$ cat config.mk
export PLATFORM = sky130hd
export DESIGN_NAME = mux_pipeline_flat
export DESIGN_NICKNAME = d
export VERILOG_FILES = /design/src/rtl/mux_pipeline_if.sv /design/src/rtl/mux_pipeline.sv /design/src/flat_wrapper.sv
export SDC_FILE = /design/constraint.sdc
export NUM_CORES = 1
export LEC_CHECK = 0
export BUFFER_PORTS_ARGS = -buffer_cell sky130_fd_sc_hd__buf_2
export CORE_AREA = 3 3 40 42
export DETAILED_ROUTE_END_ITERATION = 10
export DIE_AREA = 0 0 43 45
export GPL_TIMING_DRIVEN = 0
export PLACE_DENSITY = 0.34
export SLEW_MARGIN = 20
export SYNTH_ARGS = -nofsm -noshare
export SYNTH_HDL_FRONTEND = slang
export SYNTH_SLANG_ARGS = --single-unit
$ cat constraint.sdc
create_clock -name clk -period 0.8 [get_ports clk]
set_input_delay 0.08 -clock clk [delete_from_list [all_inputs] [get_ports clk]]
set_output_delay 0.08 -clock clk [all_outputs]
set_load 0.05 [all_outputs]
$ cat src/rtl/mux_pipeline_if.sv
// Beat-in / beat-out bundle for mux_pipeline. The slave modport is the mux side; the master
// modport is the producer/consumer side.
interface mux_pipeline_if #(
  parameter int unsigned WIDTH       = 1,
  parameter int unsigned INPUT_COUNT = 2
);
  localparam int unsigned SEL_W = $clog2(INPUT_COUNT);

  logic                         i_valid;
  logic [SEL_W-1:0]             i_sel;
  logic [WIDTH*INPUT_COUNT-1:0] i_data;
  logic                         o_valid;
  logic [SEL_W-1:0]             o_sel;
  logic [WIDTH-1:0]             o_data;

  modport master (
    output i_valid, i_sel, i_data,
    input  o_valid, o_sel, o_data
  );

  modport slave (
    input  i_valid, i_sel, i_data,
    output o_valid, o_sel, o_data
  );
endinterface

$ cat src/rtl/mux_pipeline.sv
// N:1 gather mux built as a radix-R tree with one register rank per level, followed by plain
// delay stages so the total latency is exactly LATENCY. LATENCY=0 is a purely combinational mux.
module mux_pipeline #(
  parameter int unsigned WIDTH       = 1,
  parameter int unsigned INPUT_COUNT = 2,
  parameter int unsigned LATENCY     = 1
) (
  input logic            clk,
  input logic            rst,
  mux_pipeline_if.slave  io_bus
);
  localparam int unsigned SEL_W  = $clog2(INPUT_COUNT);
  localparam int unsigned LAT_D  = (LATENCY == 0) ? 1 : LATENCY;
  localparam int unsigned B      = (SEL_W + LAT_D - 1) / LAT_D;
  localparam int unsigned R      = 1 << B;
  localparam int unsigned LEVELS = (SEL_W + B - 1) / B;
  localparam int unsigned PAD    = (LATENCY > LEVELS) ? LATENCY - LEVELS : 0;

  // Lanes still alive at the input of tree level k.
  function automatic int unsigned lanes_in(int unsigned k);
    int unsigned n;
    n = INPUT_COUNT;
    for (int unsigned i = 0; i < k; i++) n = (n + R - 1) / R;
    return n;
  endfunction

  if (LATENCY == 0) begin : g_comb
    logic [(1 << SEL_W)*WIDTH-1:0] w_pad;

    always_comb begin
      w_pad = '0;
      w_pad[INPUT_COUNT*WIDTH-1:0] = io_bus.i_data;
    end

    assign io_bus.o_data  = w_pad[32'(io_bus.i_sel) * WIDTH +: WIDTH];
    assign io_bus.o_valid = io_bus.i_valid;
    assign io_bus.o_sel   = io_bus.i_sel;
  end else begin : g_pipe
    logic [LATENCY-1:0] r_valid;
    logic [SEL_W-1:0]   r_sel [LATENCY];
    logic [WIDTH-1:0]   w_tree;

    // Full sel rides alongside the data; each level slices its own bits out of it.
    always_ff @(posedge clk or posedge rst) begin
      if (rst) begin
        r_valid <= '0;
        for (int s = 0; s < LATENCY; s++) r_sel[s] <= '0;
      end else begin
        r_valid[0] <= io_bus.i_valid;
        r_sel[0]   <= io_bus.i_valid ? io_bus.i_sel : '0;
        for (int s = 1; s < LATENCY; s++) begin
          r_valid[s] <= r_valid[s-1];
          r_sel[s]   <= r_sel[s-1];
        end
      end
    end

    for (genvar k = 0; k < LEVELS; k++) begin : g_lvl
      localparam int unsigned NIN  = lanes_in(k);
      localparam int unsigned NOUT = lanes_in(k + 1);

      logic [NIN*WIDTH-1:0]    w_src;
      logic [SEL_W-1:0]        w_sel;
      logic [B-1:0]            w_slice;
      logic [NOUT*R*WIDTH-1:0] w_pad;
      logic [NOUT*WIDTH-1:0]   w_red;
      logic [NOUT*WIDTH-1:0]   r_data;

      if (k == 0) begin : g_src
        assign w_src = io_bus.i_valid ? io_bus.i_data : '0;
        assign w_sel = io_bus.i_sel;
      end else begin : g_src
        assign w_src = g_lvl[k-1].r_data;
        assign w_sel = r_sel[k-1];
      end

      assign w_slice = B'(w_sel >> (k * B));

      // Missing group members read as the zero padding above the live lanes.
      always_comb begin
        w_pad = '0;
        w_pad[NIN*WIDTH-1:0] = w_src;
        w_red = '0;
        for (int unsigned g = 0; g < NOUT; g++) begin
          w_red[g*WIDTH +: WIDTH] = w_pad[(g*R + 32'(w_slice))*WIDTH +: WIDTH];
        end
      end

      always_ff @(posedge clk or posedge rst) begin
        if (rst) r_data <= '0;
        else     r_data <= w_red;
      end
    end

    assign w_tree = g_lvl[LEVELS-1].r_data;

    if (PAD > 0) begin : g_pad
      logic [WIDTH-1:0] r_pad [PAD];

      always_ff @(posedge clk or posedge rst) begin
        if (rst) begin
          for (int p = 0; p < PAD; p++) r_pad[p] <= '0;
        end else begin
          r_pad[0] <= w_tree;
          for (int p = 1; p < PAD; p++) r_pad[p] <= r_pad[p-1];
        end
      end

      assign io_bus.o_data = r_pad[PAD-1];
    end else begin : g_nopad
      assign io_bus.o_data = w_tree;
    end

    assign io_bus.o_valid = r_valid[LATENCY-1];
    assign io_bus.o_sel   = r_sel[LATENCY-1];
  end
endmodule
$ cat src/flat_wrapper.sv
// flat-port wrapper written by rule: the top's interface ports become plain ports
module mux_pipeline_flat 
#(
  parameter int unsigned WIDTH       = 1,
  parameter int unsigned INPUT_COUNT = 2,
  parameter int unsigned LATENCY     = 1
)
  (clk, rst, io_bus_i_valid, io_bus_i_sel, io_bus_i_data, io_bus_o_valid, io_bus_o_sel, io_bus_o_data);
  mux_pipeline_if #(.WIDTH(WIDTH), .INPUT_COUNT(INPUT_COUNT)) io_bus_i ();
  input logic clk;
  input logic rst;
  input wire logic [$bits(io_bus_i.i_valid)-1:0] io_bus_i_valid;
  input wire logic [$bits(io_bus_i.i_sel)-1:0] io_bus_i_sel;
  input wire logic [$bits(io_bus_i.i_data)-1:0] io_bus_i_data;
  output wire logic [$bits(io_bus_i.o_valid)-1:0] io_bus_o_valid;
  output wire logic [$bits(io_bus_i.o_sel)-1:0] io_bus_o_sel;
  output wire logic [$bits(io_bus_i.o_data)-1:0] io_bus_o_data;
  assign io_bus_i.i_valid = io_bus_i_valid;
  assign io_bus_i.i_sel = io_bus_i_sel;
  assign io_bus_i.i_data = io_bus_i_data;
  assign io_bus_o_valid = io_bus_i.o_valid;
  assign io_bus_o_sel = io_bus_i.o_sel;
  assign io_bus_o_data = io_bus_i.o_data;
  mux_pipeline #(.WIDTH(WIDTH), .INPUT_COUNT(INPUT_COUNT), .LATENCY(LATENCY)) u_core (.clk(clk), .rst(rst), .io_bus(io_bus_i));
endmodule
==> run metrics <==
CTS Buf Count 3; Hold/Removal Path Class primary input to register; register area 75.1 sq um; Cell Area, Placed 161 sq um; peak supply drop 0.775 mV; Worst path depth 1; I/O pin cnt 9; EDFF count, synth 0; first-pass iteration count of the detailed router 2; largest net degree at the start of global routing 4; multiplexer share of the synthesized area 0.0976; crit-path max FO 1; Slowest cell on crit path dfrtp_1; Setup CP Type register to output pin; post-synthesis compound-gate area fraction 0; initial antenna violation count 0; max_cap viols 0; commonest register cell after synthesis dfrtp_1; Clock Power Share 0.516; clk slew on worst S/H paths roughly 40 ps; status complete, but fails checks; #FFs+latches synth 3; CP top delay family flip-flops; share of cells above drive strength 1 0.571; slew margin rel. 0.917; Die Wd 43 um; switching power 0.126 mW; Chip Height approximately 45 um; CP max stage delay between 300 and 400 ps; total power 0.510 mW; Critical Path RT between 700 and 800 ps; ys async rst share 1.00; Vias 96; Syn Area/Cell 14.7 sq um; post-CTS setup buffers 0; FP Rows 13; P&R area growth vs syn 121%; CTS Root Cell clkbuf_4; Leak 0.115 nW; die area about 0.0019 sq mm; Synth Area in Adders 0; RSZ-0062 raised after global routing true; synthesized net count 13; placed insts 30; Fillers 139; number of DRC markers in iteration 0 1; post-synthesis simple-gate area fraction 0.134; internal power 0.385 mW; CP Capture Point io_bus_o_valid; Post-Synth XOR/XNOR Area 0; Fmax ~1200 MHz; Worst setup startpoint u_core.io_bus.o_valid$_DFF_PP0_; failing checks setup timing; clk buf depth 2; fin crit period 835 ps; power per cell area 2250 mW/mm^2; TritonCTS clock tree built; fin area 226 sq um; Synth area leaders dfrtp_1 73%, mux2i_1 9.8%, and2_2 7.3%, nor2b_1 6.1%, inv_1 3.7%; clock sinks 3; Switching Share 0.247; top cells by count, synth 3 x dfrtp_1, 1 x and2_2, 1 x inv_1, 1 x mux2i_1, 1 x nor2b_1; Syn Std Cell Area 103 sq um; Bufs and invs on worst path 1; Comb pwr share 0.160; first-pass GRT wire length about 440 um; Startpoint Class register; Routability Congestion 0.587; core area around 0.0013 sq mm; final cycle utilization of the critical path 1.04; WL per Instance 7.08 um; hold_ws 103 ps; Routed WL ~260 um; DRC Markers 0; post-synthesis cell type count 5; largest family of logic cells by synthesized area simple AND/OR/NAND/NOR gates; Max Transition Viols Final 0; post-layout instance count excluding filler cells 36; # setup viols final 3; Multi-input gate area 23.8 sq um; H-tree depth 1; post-synth top area share 0.732; largest area contributor in the netlist dfrtp_1; Initial Utilization 0.0798; ant diodes 0; CP cell instances buf_6; Hold Path Origin io_bus_i_sel; vias in the first global route about 110; fin util 0.176; final hold vios 0; port buffer count 8; WP data arrival 760 ps; most frequent cell after synthesis dfrtp_1; Seq pwr share 0.323; DP Worst Slack 143 ps; total congestion overflow 0; Tot GR Track Use 0.0359; Slew @ Worst Pin 121 ps; Synth Warn # 0; final net count 28; setup TNS -91.2 ps; Via density between 2 and 3; sequential area share after synthesis 0.732; antenna-violating nets left 0; worst setup margin -35.4 ps; kind of end point of the critical path output pin; Syn Inst Count 7
## worst min-delay path by stage
stage	to	slack [ps]	cells after the start
global placement	u_core.io_bus.o_sel$_DFF_PP0_	-60	2
floorplan	u_core.io_bus.o_data$_DFF_PP0_	-170	1
CTS	u_core.io_bus.o_sel$_DFF_PP0_	100	2
detailed placement	u_core.io_bus.o_sel$_DFF_PP0_	-50	2
finish	u_core.io_bus.o_sel$_DFF_PP0_	100	2
global route	u_core.io_bus.o_sel$_DFF_PP0_	100	2
## metal layers
metal,global-route usage,wire length [um],up-vias
li1,-,-,48
met1,0.0340,132,37
met2,0.0389,71,11
met3,0.0518,50,0
met4,0.0181,0,0
met5,0,0,-
## cells in the final DEF, fill, tap and decap left out, drive strengths merged
| cell | n |
|---|---|
| clkbuf | 4 |
| and2 | 1 |
| dlygate4sd3 | 2 |
| nor2b | 1 |
| mux2i | 1 |
| buf | 8 |
| inv | 1 |
| dfrtp | 3 |
## logic make-up (layout without fill, tap and decap cells)
group	count (synthesis)	in the layout
buffers and inverters	1	15
DFF	3	3
muxes	1	1
and+or+nand+nor	2	2
## flip-flops by register name, summed over array words and instances, names as in the netlist
register and flops:
u_core.io_bus.o_valid 1, u_core.io_bus.o_sel 1, u_core.io_bus.o_data 1
## cell type report
class / instances / area share
inverters: 1 / 0.0166
multi-input cells: 3 / 0.105
well taps: 15 / 0.0829
clock buffers: 4 / 0.116
repair buffers: 10 / 0.348
flip-flops and latches: 3 / 0.331
## power groups by stage
stage | Combinational, mW | Sequential (mW) | Clock, mW
after global placement | 0.0634 | 0.165 | 0
final | 0.0819 | 0.165 | 0.264
after detailed placement | 0.0649 | 0.165 | 0
after global routing | 0.0876 | 0.166 | 0.305
after CTS | 0.0829 | 0.165 | 0.278
after floorplan | 0.00998 | 0.195 | 0
## what timing repair did
action | 4_1_cts | 5_1_grt
hold buffers | 2 | 0
setup endpoints to repair | 3 | 3
gates resized for setup | 6 | 0
hold endpoints to repair | 4 | 0
Power figures use the tool's default switching activity.
